[src/rtl/id_ex_stage_if.sv]
// Bundles the decode-side fields, forwarding buses and execute-side outputs of the ID/EX stage.
// The slave modport is the stage itself; the master modport is whoever drives decode and observes EX.
interface id_ex_stage_if;
  logic        id_valid;
  logic [31:0] id_pc;
  logic [31:0] id_rs1_data;
  logic [31:0] id_rs2_data;
  logic [31:0] id_imm;
  logic [4:0]  id_rs1;
  logic [4:0]  id_rs2;
  logic [4:0]  id_rd;
  logic        id_rs1_used;
  logic        id_rs2_used;
  logic [3:0]  id_alu_ctrl;
  logic        id_alu_src_pc;
  logic        id_alu_src_imm;
  logic        id_reg_write;
  logic        id_mem_read;
  logic        id_mem_write;
  logic        stall_i;
  logic        flush_i;
  logic [4:0]  exmem_rd;
  logic        exmem_reg_write;
  logic [31:0] exmem_result;
  logic [4:0]  memwb_rd;
  logic        memwb_reg_write;
  logic [31:0] memwb_wdata;
  logic [31:0] alu_a;
  logic [31:0] alu_b;
  logic [3:0]  alu_ctrl;
  logic [31:0] ex_store_data;
  logic [31:0] ex_pc;
  logic [4:0]  ex_rd;
  logic        ex_valid;
  logic        ex_reg_write;
  logic        ex_mem_read;
  logic        ex_mem_write;
  logic        load_use_stall;

  modport slave (
    input  id_valid, id_pc, id_rs1_data, id_rs2_data, id_imm,
    input  id_rs1, id_rs2, id_rd, id_rs1_used, id_rs2_used,
    input  id_alu_ctrl, id_alu_src_pc, id_alu_src_imm,
    input  id_reg_write, id_mem_read, id_mem_write,
    input  stall_i, flush_i,
    input  exmem_rd, exmem_reg_write, exmem_result,
    input  memwb_rd, memwb_reg_write, memwb_wdata,
    output alu_a, alu_b, alu_ctrl, ex_store_data, ex_pc, ex_rd,
    output ex_valid, ex_reg_write, ex_mem_read, ex_mem_write,
    output load_use_stall
  );

  modport master (
    output id_valid, id_pc, id_rs1_data, id_rs2_data, id_imm,
    output id_rs1, id_rs2, id_rd, id_rs1_used, id_rs2_used,
    output id_alu_ctrl, id_alu_src_pc, id_alu_src_imm,
    output id_reg_write, id_mem_read, id_mem_write,
    output stall_i, flush_i,
    output exmem_rd, exmem_reg_write, exmem_result,
    output memwb_rd, memwb_reg_write, memwb_wdata,
    input  alu_a, alu_b, alu_ctrl, ex_store_data, ex_pc, ex_rd,
    input  ex_valid, ex_reg_write, ex_mem_read, ex_mem_write,
    input  load_use_stall
  );
endinterface

[src/rtl/id_ex_stage.sv]
// ID/EX pipeline register: latches decoded state, forwards EX/MEM and MEM/WB results into
// the ALU operands, and detects load-use hazards that need a one-cycle bubble.
module id_ex_stage (
  input logic           clk,
  input logic           rst_n,
  id_ex_stage_if.slave  bus
);

  logic        valid;
  logic        reg_write;
  logic        mem_read;
  logic        mem_write;
  logic [4:0]  rd;
  logic [31:0] pc;
  logic [3:0]  ctrl;
  logic [4:0]  rs1;
  logic [4:0]  rs2;
  logic [31:0] rs1_data;
  logic [31:0] rs2_data;
  logic [31:0] imm;
  logic        src_pc;
  logic        src_imm;

  logic        hazard;
  logic [31:0] fwd_rs1;
  logic [31:0] fwd_rs2;

  // A killed instruction must never stall decode, hence the flush term.
  always_comb begin
    hazard = valid & mem_read & (rd != 5'd0) & bus.id_valid & ~bus.flush_i &
             ((bus.id_rs1_used & (bus.id_rs1 == rd)) |
              (bus.id_rs2_used & (bus.id_rs2 == rd)));
  end

  always_ff @(posedge clk or negedge rst_n) begin
    if (!rst_n) begin
      valid     <= 1'b0;
      reg_write <= 1'b0;
      mem_read  <= 1'b0;
      mem_write <= 1'b0;
      rd        <= 5'd0;
      pc        <= 32'd0;
      ctrl      <= 4'd0;
      rs1       <= 5'd0;
      rs2       <= 5'd0;
      rs1_data  <= 32'd0;
      rs2_data  <= 32'd0;
      imm       <= 32'd0;
      src_pc    <= 1'b0;
      src_imm   <= 1'b0;
    end else if (!bus.stall_i) begin
      // Data fields are don't-care in a bubble, so they load unconditionally.
      pc       <= bus.id_pc;
      rs1      <= bus.id_rs1;
      rs2      <= bus.id_rs2;
      rs1_data <= bus.id_rs1_data;
      rs2_data <= bus.id_rs2_data;
      imm      <= bus.id_imm;
      src_pc   <= bus.id_alu_src_pc;
      src_imm  <= bus.id_alu_src_imm;
      if (bus.flush_i || hazard) begin
        valid     <= 1'b0;
        reg_write <= 1'b0;
        mem_read  <= 1'b0;
        mem_write <= 1'b0;
        rd        <= 5'd0;
        ctrl      <= 4'd0;
      end else begin
        valid     <= bus.id_valid;
        reg_write <= bus.id_reg_write & bus.id_valid;
        mem_read  <= bus.id_mem_read & bus.id_valid;
        mem_write <= bus.id_mem_write & bus.id_valid;
        rd        <= bus.id_rd;
        ctrl      <= bus.id_alu_ctrl;
      end
    end
  end

  // EX/MEM is checked first so the youngest result wins; x0 is never forwarded.
  always_comb begin
    fwd_rs1 = rs1_data;
    if (bus.exmem_reg_write && (bus.exmem_rd != 5'd0) && (bus.exmem_rd == rs1))
      fwd_rs1 = bus.exmem_result;
    else if (bus.memwb_reg_write && (bus.memwb_rd != 5'd0) && (bus.memwb_rd == rs1))
      fwd_rs1 = bus.memwb_wdata;
  end

  always_comb begin
    fwd_rs2 = rs2_data;
    if (bus.exmem_reg_write && (bus.exmem_rd != 5'd0) && (bus.exmem_rd == rs2))
      fwd_rs2 = bus.exmem_result;
    else if (bus.memwb_reg_write && (bus.memwb_rd != 5'd0) && (bus.memwb_rd == rs2))
      fwd_rs2 = bus.memwb_wdata;
  end

  assign bus.alu_a          = src_pc  ? pc  : fwd_rs1;
  assign bus.alu_b          = src_imm ? imm : fwd_rs2;
  assign bus.ex_store_data  = fwd_rs2;
  assign bus.alu_ctrl       = ctrl;
  assign bus.ex_pc          = pc;
  assign bus.ex_rd          = rd;
  assign bus.ex_valid       = valid;
  assign bus.ex_reg_write   = reg_write;
  assign bus.ex_mem_read    = mem_read;
  assign bus.ex_mem_write   = mem_write;
  assign bus.load_use_stall = hazard;

endmodule
[src/flat_wrapper.sv]
// flat-port wrapper written by rule: the top's interface ports become plain ports
module id_ex_stage_flat 
  (clk, rst_n, bus_id_valid, bus_id_pc, bus_id_rs1_data, bus_id_rs2_data, bus_id_imm, bus_id_rs1, bus_id_rs2, bus_id_rd, bus_id_rs1_used, bus_id_rs2_used, bus_id_alu_ctrl, bus_id_alu_src_pc, bus_id_alu_src_imm, bus_id_reg_write, bus_id_mem_read, bus_id_mem_write, bus_stall_i, bus_flush_i, bus_exmem_rd, bus_exmem_reg_write, bus_exmem_result, bus_memwb_rd, bus_memwb_reg_write, bus_memwb_wdata, bus_alu_a, bus_alu_b, bus_alu_ctrl, bus_ex_store_data, bus_ex_pc, bus_ex_rd, bus_ex_valid, bus_ex_reg_write, bus_ex_mem_read, bus_ex_mem_write, bus_load_use_stall);
  id_ex_stage_if bus_i ();
  input logic clk;
  input logic rst_n;
  input wire logic [$bits(bus_i.id_valid)-1:0] bus_id_valid;
  input wire logic [$bits(bus_i.id_pc)-1:0] bus_id_pc;
  input wire logic [$bits(bus_i.id_rs1_data)-1:0] bus_id_rs1_data;
  input wire logic [$bits(bus_i.id_rs2_data)-1:0] bus_id_rs2_data;
  input wire logic [$bits(bus_i.id_imm)-1:0] bus_id_imm;
  input wire logic [$bits(bus_i.id_rs1)-1:0] bus_id_rs1;
  input wire logic [$bits(bus_i.id_rs2)-1:0] bus_id_rs2;
  input wire logic [$bits(bus_i.id_rd)-1:0] bus_id_rd;
  input wire logic [$bits(bus_i.id_rs1_used)-1:0] bus_id_rs1_used;
  input wire logic [$bits(bus_i.id_rs2_used)-1:0] bus_id_rs2_used;
  input wire logic [$bits(bus_i.id_alu_ctrl)-1:0] bus_id_alu_ctrl;
  input wire logic [$bits(bus_i.id_alu_src_pc)-1:0] bus_id_alu_src_pc;
  input wire logic [$bits(bus_i.id_alu_src_imm)-1:0] bus_id_alu_src_imm;
  input wire logic [$bits(bus_i.id_reg_write)-1:0] bus_id_reg_write;
  input wire logic [$bits(bus_i.id_mem_read)-1:0] bus_id_mem_read;
  input wire logic [$bits(bus_i.id_mem_write)-1:0] bus_id_mem_write;
  input wire logic [$bits(bus_i.stall_i)-1:0] bus_stall_i;
  input wire logic [$bits(bus_i.flush_i)-1:0] bus_flush_i;
  input wire logic [$bits(bus_i.exmem_rd)-1:0] bus_exmem_rd;
  input wire logic [$bits(bus_i.exmem_reg_write)-1:0] bus_exmem_reg_write;
  input wire logic [$bits(bus_i.exmem_result)-1:0] bus_exmem_result;
  input wire logic [$bits(bus_i.memwb_rd)-1:0] bus_memwb_rd;
  input wire logic [$bits(bus_i.memwb_reg_write)-1:0] bus_memwb_reg_write;
  input wire logic [$bits(bus_i.memwb_wdata)-1:0] bus_memwb_wdata;
  output wire logic [$bits(bus_i.alu_a)-1:0] bus_alu_a;
  output wire logic [$bits(bus_i.alu_b)-1:0] bus_alu_b;
  output wire logic [$bits(bus_i.alu_ctrl)-1:0] bus_alu_ctrl;
  output wire logic [$bits(bus_i.ex_store_data)-1:0] bus_ex_store_data;
  output wire logic [$bits(bus_i.ex_pc)-1:0] bus_ex_pc;
  output wire logic [$bits(bus_i.ex_rd)-1:0] bus_ex_rd;
  output wire logic [$bits(bus_i.ex_valid)-1:0] bus_ex_valid;
  output wire logic [$bits(bus_i.ex_reg_write)-1:0] bus_ex_reg_write;
  output wire logic [$bits(bus_i.ex_mem_read)-1:0] bus_ex_mem_read;
  output wire logic [$bits(bus_i.ex_mem_write)-1:0] bus_ex_mem_write;
  output wire logic [$bits(bus_i.load_use_stall)-1:0] bus_load_use_stall;
  assign bus_i.id_valid = bus_id_valid;
  assign bus_i.id_pc = bus_id_pc;
  assign bus_i.id_rs1_data = bus_id_rs1_data;
  assign bus_i.id_rs2_data = bus_id_rs2_data;
  assign bus_i.id_imm = bus_id_imm;
  assign bus_i.id_rs1 = bus_id_rs1;
  assign bus_i.id_rs2 = bus_id_rs2;
  assign bus_i.id_rd = bus_id_rd;
  assign bus_i.id_rs1_used = bus_id_rs1_used;
  assign bus_i.id_rs2_used = bus_id_rs2_used;
  assign bus_i.id_alu_ctrl = bus_id_alu_ctrl;
  assign bus_i.id_alu_src_pc = bus_id_alu_src_pc;
  assign bus_i.id_alu_src_imm = bus_id_alu_src_imm;
  assign bus_i.id_reg_write = bus_id_reg_write;
  assign bus_i.id_mem_read = bus_id_mem_read;
  assign bus_i.id_mem_write = bus_id_mem_write;
  assign bus_i.stall_i = bus_stall_i;
  assign bus_i.flush_i = bus_flush_i;
  assign bus_i.exmem_rd = bus_exmem_rd;
  assign bus_i.exmem_reg_write = bus_exmem_reg_write;
  assign bus_i.exmem_result = bus_exmem_result;
  assign bus_i.memwb_rd = bus_memwb_rd;
  assign bus_i.memwb_reg_write = bus_memwb_reg_write;
  assign bus_i.memwb_wdata = bus_memwb_wdata;
  assign bus_alu_a = bus_i.alu_a;
  assign bus_alu_b = bus_i.alu_b;
  assign bus_alu_ctrl = bus_i.alu_ctrl;
  assign bus_ex_store_data = bus_i.ex_store_data;
  assign bus_ex_pc = bus_i.ex_pc;
  assign bus_ex_rd = bus_i.ex_rd;
  assign bus_ex_valid = bus_i.ex_valid;
  assign bus_ex_reg_write = bus_i.ex_reg_write;
  assign bus_ex_mem_read = bus_i.ex_mem_read;
  assign bus_ex_mem_write = bus_i.ex_mem_write;
  assign bus_load_use_stall = bus_i.load_use_stall;
  id_ex_stage u_core (.clk(clk), .rst_n(rst_n), .bus(bus_i));
endmodule
[config.mk]
export PLATFORM = sky130hd
export DESIGN_NAME = id_ex_stage_flat
export DESIGN_NICKNAME = d
export VERILOG_FILES = /design/src/rtl/id_ex_stage_if.sv /design/src/rtl/id_ex_stage.sv /design/src/flat_wrapper.sv
export SDC_FILE = /design/constraint.sdc
export NUM_CORES = 1
export LEC_CHECK = 0
export BUFFER_PORTS_ARGS = -buffer_cell sky130_fd_sc_hd__buf_4
export CORE_UTILIZATION = 30
export DETAILED_ROUTE_END_ITERATION = 16
export PLACE_DENSITY = 0.61
export SYNTH_ARGS = -nofsm -noshare
export SYNTH_HDL_FRONTEND = slang
export SYNTH_SLANG_ARGS = --single-unit
[constraint.sdc]
create_clock -name clk -period 4.7 [get_ports clk]
set_clock_uncertainty 0.05 [all_clocks]
set_input_delay 1.41 -clock clk [delete_from_list [all_inputs] [get_ports clk]]
set_output_delay 1.41 -clock clk [all_outputs]
set_load 0.005 [all_outputs]
==> results_dict.tcl, run 1 <==
set metrics [dict create \
    total_power_uw 4210 \
    die_area_sq_mm 0.0296 \
    ant_nets 0 \
    synth.avg_cell_area_sq_um 11.0 \
    synth-async-reset-ratio_pct 100 \
    dr.first_iter.drc_count 441 \
    grt_use_total_pct 23.2 \
    nets 1423 \
    power_density_mw_per_mm2 306 \
    cp-startpoint "bus_exmem_rd[0]" \
    cp.arrival_ns 3.39 \
    grt_max_degree 74 \
    rsz0062_at_grt "true" \
    timing.final.crit_share_pct 103 \
    status "finished with violations" \
    diodes 0 \
    yosysWarnings 0 \
    worstSkewPairLatency_ns 0.43 \
    cts-root-buf "clkbuf_16" \
    antenna_found_initial 0 \
    first_global_vias 8553 \
    reg2reg_from "u_core.bus.ex_rd[4]" \
    post-dp-hpwl_mm 24.4 \
    rr_worst_depth 6 \
    h-tree-depth 4 \
    final_area_sq_mm 0.0137 \
    drt_wl_total_mm 35.4 \
    drc 0 \
    required_ns 3.24 \
    cts.path.max_buffers 2 \
    cp-end-kind "output port" \
    synthesis.nets 1022 \
    criticalPathCategory "input pin to output port" \
    num_vias 8290 \
    hold_path_class "register to register" \
    initial_utilization_pct 30.9 \
    violations "setup timing" \
    place_area_sq_mm 0.0123 \
    tightest_slew_ns 1.16 \
    cts.clk_slew.worst_paths_ns 0.06 \
    synth_flop_cell "dfrtp_1" \
    synth_commonest_cells "159 x mux2_2, 153 x dfrtp_1, 64 x o31ai_1, 58 x clkbuf_1, 33 x nand2_1" \
    drt_first_pass_iters 5 \
    core_sq_mm 0.0281 \
    fp.dieH_um 172 \
    cts_tree "built" \
    ys_seq_elements 153 \
    rr_endpoint "u_core.bus.ex_rd[4]" \
    grt.overflow.total 0 \
    netlist_instances 787 \
    gp_congestion 0.802 \
    yosysUniqueCellTypes 37 \
    max_cap_violations 0 \
    cts_buffers 17 \
    syn-cell-area_sq_mm 0.00868 \
    cts_sinks 153 \
    cp_max_fo 11 \
    p_leak_uw 0.00586 \
    ff2ff_setup_slack_ns 2.61 \
    post_drt_wl_per_cell_um 22.4 \
    io_pins 377 \
    yosysTopAreaCellShare_pct 44.1 \
    start_kind "input pin" \
    crit_end "bus_alu_b[27]" \
    fp.dieW_um 172 \
    finalSetupViolations 36 \
    hold_violations 0 \
    viasPerCell 5.25 \
    min_period_ns 4.85 \
    synth-edff-count 0 \
    cts_hold_buf 0 \
    synth_area_leaders "dfrtp_1 44%, mux2_2 21%, o31ai_1 5.5%, mux2i_1 3.7%, clkbuf_1 2.5%" \
    ir_drop_mv 0.228 \
    rows 61 \
    slew_headroom_pct 22.6 \
    area_growth_pct 58.1 \
    max_freq_mhz 206 \
    grt_pass1_wl_mm 50.6 \
    drive_above_1_share_pct 60.9 \
    fin_ws_ns -0.145 \
    yosys.cell_count.top_type "mux2_2" \
    maxSlewViolCount 0 \
    port_buffers 376 \
    synth-seq-area-share_pct 44.1 \
    synth_area_leader_cell "dfrtp_1" \
]
-- sequential cells by signal (all words and copies together) (netlist names) --
| register | count |
|---|---|
| u_core.bus.ex_valid | 1 |
| u_core.rs2_data | 32 |
| u_core.bus.ex_reg_write | 1 |
| u_core.imm | 32 |
| u_core.bus.alu_ctrl | 4 |
| u_core.src_pc | 1 |
| u_core.bus.ex_rd | 5 |
| u_core.bus.ex_pc | 32 |
| u_core.bus.ex_mem_read | 1 |
| u_core.rs1_data | 32 |
| u_core.rs1 | 5 |
| u_core.rs2 | 5 |
| u_core.bus.ex_mem_write | 1 |
| u_core.src_imm | 1 |
-- power breakdown --
part	internal, uW	switching (uW)
sequential	1440	126
combinational	718	552
clock	721	644
total	2880	1320
-- through the flow --
stage	hold slack [ns]	setup slack, ns	cells	utilization [%]	setup TNS (ns)
2_1_floorplan	0.424	0.199	787	-	0
3_3_place_gp	0.430	-0.411	1530	43.9	-22.08
3_5_place_dp	0.439	-0.443	1530	43.9	-26.42
4_1_cts	0.457	-0.171	1579	48.2	-4.31
5_1_grt	0.470	-0.188	1579	48.9	-5.10
6_report	0.453	-0.145	1579	48.9	-3.07
-- final cells by class --
cell class | instances | area (sq um)
clock buffer | 20 | 457
clock inverter | 12 | 105
fill | 2617 | 14400
inverter | 1 | 3.75
multi-input combinational | 559 | 5130
sequential | 153 | 3830
tap | 378 | 473
timing repair buffer | 456 | 3720
-- cell usage in the layout (no fill, tap or decap), drive strengths merged --
cell / count
a211oi: 7
a21oi: 32
a221o: 1
a22o: 3
a31oi: 25
a32o: 10
and2: 1
and3: 3
buf: 455
clkbuf: 21
clkinv: 2
clkinvlp: 4
dfrtp: 153
inv: 7
mux2: 165
mux2i: 32
nand2: 33
nand2b: 32
nand3: 27
nand4: 2
nand4b: 1
nor2: 19
nor2b: 2
nor3: 27
nor4: 28
nor4b: 7
o2111ai: 1
o211ai: 1
o31ai: 64
or2: 2
or3: 1
or4: 2
or4b: 1
xnor2: 12
xor2: 18
-- routing by layer --
metal | track usage (%) | part of all wire, %
met5 | 0 | 0
met4 | 8.00 | 2.3
met3 | 4.90 | 7.1
met2 | 40.8 | 50
met1 | 28.0 | 40
-- repair_timing --
item,CTS,global route
cloned,4,1
gates resized for setup,74,37
setup buffers,14,1
hold endpoints to repair,0,0
setup endpoints to repair,96,79
pin swaps,15,6
-- worst max-delay path: stages --
cell,delay (ns)
buf_6,0.09
or4_4,0.53
buf_6,0.14
o211ai_4,0.19
or2_4,0.24
buf_12,0.17
a31oi_2,0.14
mux2_1,0.31
buf_4,0.14
-- worst min path at each step --
stage,from,to,slack (ns),depth (start not counted)
floorplan,u_core.imm[0],u_core.imm[0],0.42,1
global placement,u_core.bus.alu_ctrl[0],u_core.bus.alu_ctrl[0],0.43,1
detailed placement,u_core.bus.alu_ctrl[0],u_core.bus.alu_ctrl[0],0.44,1
CTS,u_core.imm[16],u_core.imm[16],0.46,1
global route,u_core.imm[13],u_core.imm[13],0.47,1
finish,u_core.imm[16],u_core.imm[16],0.45,1
-- cells by family after synthesis --
kind of cell | after synthesis | share of synthesized area, %
and+or+nand+nor | 187 | 12.1
AOI/OAI and AO/OA | 144 | 12.1
buffers and inverters | 76 | 3.53
xor gates and xnor gates | 30 | 3.03
DFF | 153 | 44.1
muxes | 197 | 25.1
No activity file was read; power rests on OpenSTA's default activity.
==> run 2: changes to the inputs <==
CORE_ASPECT_RATIO = 0.7   (was default)
CTS_CLUSTER_DIAMETER = 100   (was default)
CTS_CLUSTER_SIZE = 20   (was default)
==> run 2 against run 1 <==
Compared with the run above:
- the run still ends with setup timing left
- non-clock buffer count up 22
- clock power about the same
- critical path depth unchanged
- final area up 3.4%
- flip-flop and latch count unchanged
- worst setup slack worse by 0.026 ns
- global-route usage about the same
- register-to-register slack about the same
- first-iteration DRC count down 3.2%
==> results_dict.tcl, run 2 (synthesized netlist as in run 1, its figures left out) <==
set metrics [dict create \
    die_area_sq_mm 0.0296 \
    fin_tns_setup_ns -4.86 \
    cp_num_buf_inv 4 \
    fin_cells 1592 \
    antenna_found_initial 0 \
    io_pins 377 \
    h-tree-depth 4 \
    grt_max_degree 98 \
    nets 1444 \
    seqPwrFrac_pct 36.4 \
    worst_path_dominant_cell_family "simple AND/OR/NAND/NOR gates" \
    drt_first_pass_iters 5 \
    post-dp-hpwl_mm 25.5 \
    rsz0062_at_grt "true" \
    critPathMaxStageDelay_ns 0.54 \
    hold_path_class "register to register" \
    cts_sinks 153 \
    critical_path.most_common_cell "buf_6" \
    cts_tree "built" \
    required_ns 3.24 \
    gp_congestion 0.841 \
    maxSlewViolCount 0 \
    fin_ws_ns -0.172 \
    cp.arrival_ns 3.41 \
    worstSkewPairLatency_ns 0.44 \
    pwr-share-clk_pct 32.4 \
    diodes 0 \
    start_kind "input pin" \
    cts-root-buf "clkbuf_16" \
    drt_wl_total_mm 35.8 \
    cts.path.max_buffers 2 \
    cp_max_fo 6 \
    ant_nets 0 \
    grt_use_total_pct 23.3 \
    max_cap_violations 0 \
    criticalPathCategory "input pin to output port" \
    area_growth_pct 63.5 \
    fp.dieW_um 205 \
    cts_hold_buf 0 \
    num_vias 8278 \
    p_sw_uw 1260 \
    final_cell_mix "404 x buf_4, 152 x mux2_2, 151 x dfrtp_1" \
    swShare_pct 29.2 \
    drc 0 \
    grt.overflow.total 0 \
    initial_utilization_pct 30.8 \
    p_comb_share_pct 31.1 \
    cp_slowest_cell "or4_4" \
    first_global_vias 8202 \
    tightest_slew_ns 1.21 \
    finalSetupViolations 49 \
    status "finished with violations" \
    cellInternalPower_uw 3050 \
    viasPerCell 5.20 \
    place_inst 1541 \
    ir_drop_mv 0.232 \
    p_leak_uw 0.00609 \
    drive_above_1_share_pct 62.7 \
    cp-end-kind "output port" \
    power_density_mw_per_mm2 304 \
    final_common_cell "buf_4" \
    fp.dieH_um 144 \
    cts.clk_slew.worst_paths_ns 0.06 \
    port_buffers 376 \
    grt_pass1_wl_mm 50.8 \
    min_period_ns 4.87 \
    core_sq_mm 0.0281 \
    slew_headroom_pct 19.4 \
    timing.final.crit_share_pct 104 \
    hold_violations 0 \
    post_drt_wl_per_cell_um 22.5 \
    violations "setup timing" \
    cts_buffers 17 \
    crit_path_cell_trace "buf_8, or4_4, buf_6, o211ai_4, or2_4, buf_12, a31oi_4, mux2_4, buf_6" \
    max_freq_mhz 205 \
    dr.first_iter.drc_count 427 \
    rows 51 \
]
-- run 2: cell type report --
class,count,area [sq um]
inverter,1,3.75
clock buffer,24,492
sequential,153,3830
fill,2606,13900
clock inverter,7,91.3
timing repair buffer,478,4030
multi-input combinational,558,5280
tap,371,464
-- run 2: final timing paths --
check	start	end	slack, ns	cells past startpoint
min in group asynchronous	rst_n	u_core.rs2_data[22]	0.92	1
max in group asynchronous	rst_n	u_core.rs2_data[1]	2.74	2
max reg2reg	u_core.bus.ex_rd[4]	u_core.bus.ex_rd[4]	2.62	6
min	u_core.bus.alu_ctrl[2]	u_core.bus.alu_ctrl[2]	0.45	1
min reg2reg	u_core.bus.alu_ctrl[2]	u_core.bus.alu_ctrl[2]	0.45	1
max	bus_exmem_rd[4]	bus_alu_b[28]	-0.17	9
-- run 2: what timing repair did --
item | CTS | global route
endpoints found under the setup margin | 94 | 75
gates resized for setup | 77 | 110
cloned | 2 | 2
buffers inserted | 10 | 16
endpoints found under the hold margin | 0 | 0
pin swaps | 18 | 25
-- run 2: per-stage QoR --
stage / util [%] / power (uW) / setup WS, ns / area [sq um] / hold slack, ns
finish: 50.4 / 4320 / -0.172 / 14200 / 0.451
CTS: 48.2 / 4250 / -0.190 / 13600 / 0.452
global placement: 44.3 / 2740 / -0.335 / 12500 / 0.429
global route: 50.4 / 4520 / -0.233 / 14200 / 0.468
detailed placement: 44.3 / 2760 / -0.341 / 12500 / 0.437
floorplan: - / 2040 / 0.199 / 8680 / 0.424
-- run 2: routing by layer --
layer  GRT usage [%]  share of wire (%)  vias to the layer above  wire length (um)
met5               0                  0                        -                 0
met4            5.89                1.1                        0               382
met3            7.28                8.3                       25              2980
met2            37.5                 47                      352             16800
met1            30.2                 44                     4135             15600
li1                -                  -                     3766                 -
-- run 2: power groups by stage --
stage | combinational [uW] | sequential (uW) | clock [uW]
global route | 1440 | 1590 | 1490
global placement | 1160 | 1580 | 0
detailed placement | 1180 | 1580 | 0
CTS | 1250 | 1560 | 1440
finish | 1340 | 1570 | 1400
floorplan | 505 | 1530 | 0
==> run 3: changes to the inputs <==
CORE_UTILIZATION = 45   (was 30)
PLACE_DENSITY = 0.82   (was 0.61)
==> run 3 against run 2 <==
Compared with the run above:
- the flow still finishes with violations (setup timing)
- highest routed layer unchanged
- power is 1.2% higher
- non-clock buffer count down 8
- worst setup slack got worse by 0.022 ns
- fmax down 0.46%
- register-to-register slack lost 0.09 ns
- final area is 3.5% lower
- global-route usage up 11 points
- critical endpoint is now bus_alu_b[4]
- count of clock-buffer cells in the layout shrank 5
- flip-flop and latch count stayed put
- worst hold slack got worse by 0.0040 ns
- critical path depth increased by 1
==> results_dict.tcl, run 3 (synthesized netlist as in run 1, its figures left out) <==
set metrics [dict create \
    ir_drop_mv 0.229 \
    worst_path_dominant_cell_family "buffers and inverters" \
    drt_wl_total_mm 34.9 \
    tightest_slew_ns 1.10 \
    finalSetupViolations 56 \
    rr_worst_depth 6 \
    timing.final.crit_share_pct 104 \
    power_density_mw_per_mm2 319 \
    cp_max_fo 14 \
    fp.dieH_um 118 \
    critPathMaxStageDelay_ns 0.54 \
    die_area_sq_mm 0.0199 \
    cp.arrival_ns 3.43 \
    cp.depth 10 \
    swShare_pct 28.9 \
    fin_util_pct 72.4 \
    io_pins 377 \
    grt_use_total_pct 33.9 \
    place_inst 1403 \
    area_growth_pct 57.8 \
    p_sw_uw 1260 \
    max_cap_violations 0 \
    cp_slowest_cell "or4_4" \
    dr.first_iter.drc_count 857 \
    drive_above_1_share_pct 61.0 \
    gp_congestion 0.869 \
    post-dp-hpwl_mm 23.3 \
    rsz0062_at_grt "true" \
    seqPwrFrac_pct 36.0 \
    crit_path_cell_trace "buf_6, or4_4, buf_6, o211ai_4, buf_4, buf_8, nor3_1, a31oi_1, mux2_2, buf_4" \
    drc 0 \
    core_sq_mm 0.0189 \
    min_period_ns 4.89 \
    cts.path.max_buffers 2 \
    cts-root-buf "clkbuf_16" \
    maxSlewViolCount 0 \
    p_leak_uw 0.00597 \
    hold_violations 0 \
    fin_cells 1457 \
    criticalPathCategory "input pin to output port" \
    fillerInstances 1313 \
    cts_tree "built" \
    grt.overflow.total 0 \
    violations "setup timing" \
    cp_num_buf_inv 5 \
    port_buffers 376 \
    h-tree-depth 4 \
    rows 42 \
    num_vias 8679 \
    final_common_cell "buf_4" \
    max_freq_mhz 204 \
    grt_pass1_wl_mm 50.8 \
    post_drt_wl_per_cell_um 24.0 \
    hold_path_class "register to register" \
    viasPerCell 5.96 \
    ant_nets 0 \
    holdPathStages 1 \
    fp.dieW_um 168 \
    final_cell_mix "432 x buf_4, 156 x mux2_2, 151 x dfrtp_1" \
    initial_utilization_pct 45.9 \
    pre_cts_ws_ns -0.400 \
    cts_buffers 17 \
    drt_first_pass_iters 8 \
    start_kind "input pin" \
    cp-end-kind "output port" \
    grt_max_degree 82 \
    status "finished with violations" \
    p_comb_share_pct 29.5 \
    pwr-share-clk_pct 34.5 \
    fin_ws_ns -0.194 \
    cellInternalPower_uw 3110 \
    antenna_found_initial 1 \
    worstSkewPairLatency_ns 0.42 \
    required_ns 3.24 \
    cts.clk_slew.worst_paths_ns 0.06 \
    first_global_vias 8725 \
    nets 1437 \
    cts_sinks 153 \
    slew_headroom_pct 26.7 \
]
-- run 3: cell types whose count changed in the layout (fill, tap and decap cells not counted), sizes merged --
cell and change:
buf -8, clkbuf -5, diode +1, nor2b +1
clkinv +1, bufinv +3, inv +1
-- run 3: power groups by stage --
stage	Clock [uW]	Combinational (uW)	Sequential, uW
finish	1510	1290	1570
global placement	0	1120	1580
global route	1580	1360	1580
floorplan	0	505	1530
detailed placement	0	1140	1580
CTS	1520	1210	1560
-- run 3: path summary, 6_finish.rpt --
| check | start | endpoint | slack [ns] |
|---|---|---|---|
| min in group asynchronous | rst_n | u_core.bus.ex_pc[28] | 0.97 |
| hold reg to reg | u_core.bus.alu_ctrl[2] | u_core.bus.alu_ctrl[2] | 0.45 |
| setup / recovery | bus_exmem_rd[0] | bus_alu_b[4] | -0.19 |
| hold / removal | u_core.bus.alu_ctrl[2] | u_core.bus.alu_ctrl[2] | 0.45 |
| max in group asynchronous | rst_n | u_core.src_imm | 2.70 |
| setup reg to reg | u_core.bus.ex_rd[3] | u_core.bus.alu_ctrl[0] | 2.53 |
-- run 3: layout make-up --
| type | count | area, sq um | area share [%] |
|---|---|---|---|
| clock buffer | 19 | 433 | 3.16 |
| clock inverter | 12 | 199 | 1.45 |
| timing repair buffer | 470 | 3830 | 28.0 |
| tap | 242 | 303 | 2.21 |
| inverter | 1 | 3.75 | 0.0274 |
| multi-input combinational | 559 | 5090 | 37.2 |
| sequential | 153 | 3830 | 28.0 |
| antenna | 1 | 2.50 | 0.0183 |
-- run 3: routing by layer --
layer,global-route usage (%),vias up,wire length [um]
met3,8.07,99,3250
li1,-,3776,-
met1,42.0,4278,13500
met4,13.5,0,1170
met5,0,-,0
met2,57.1,526,17000
-- run 3: timing repair --
action / 4_1_cts / 5_1_grt
setup endpoints to repair: 95 / 72
pin swaps: 6 / 14
setup buffers: 6 / 12
cloned: 2 / 3
gates resized for setup: 58 / 52
hold buffers: 0 / 0
-- run 3: metrics by stage --
| step | setup TNS, ns | cell area, sq um | total power [uW] | hold WS (ns) |
|---|---|---|---|---|
| 2_1_floorplan | 0 | 8680 | 2040 | 0.424 |
| 3_3_place_gp | -16.37 | 12200 | 2700 | 0.431 |
| 3_5_place_dp | -19.24 | 12200 | 2730 | 0.438 |
| 4_1_cts | -2.70 | 13300 | 4290 | 0.452 |
| 5_1_grt | -6.70 | 13700 | 4520 | 0.466 |
| 6_report | -4.52 | 13700 | 4370 | 0.447 |
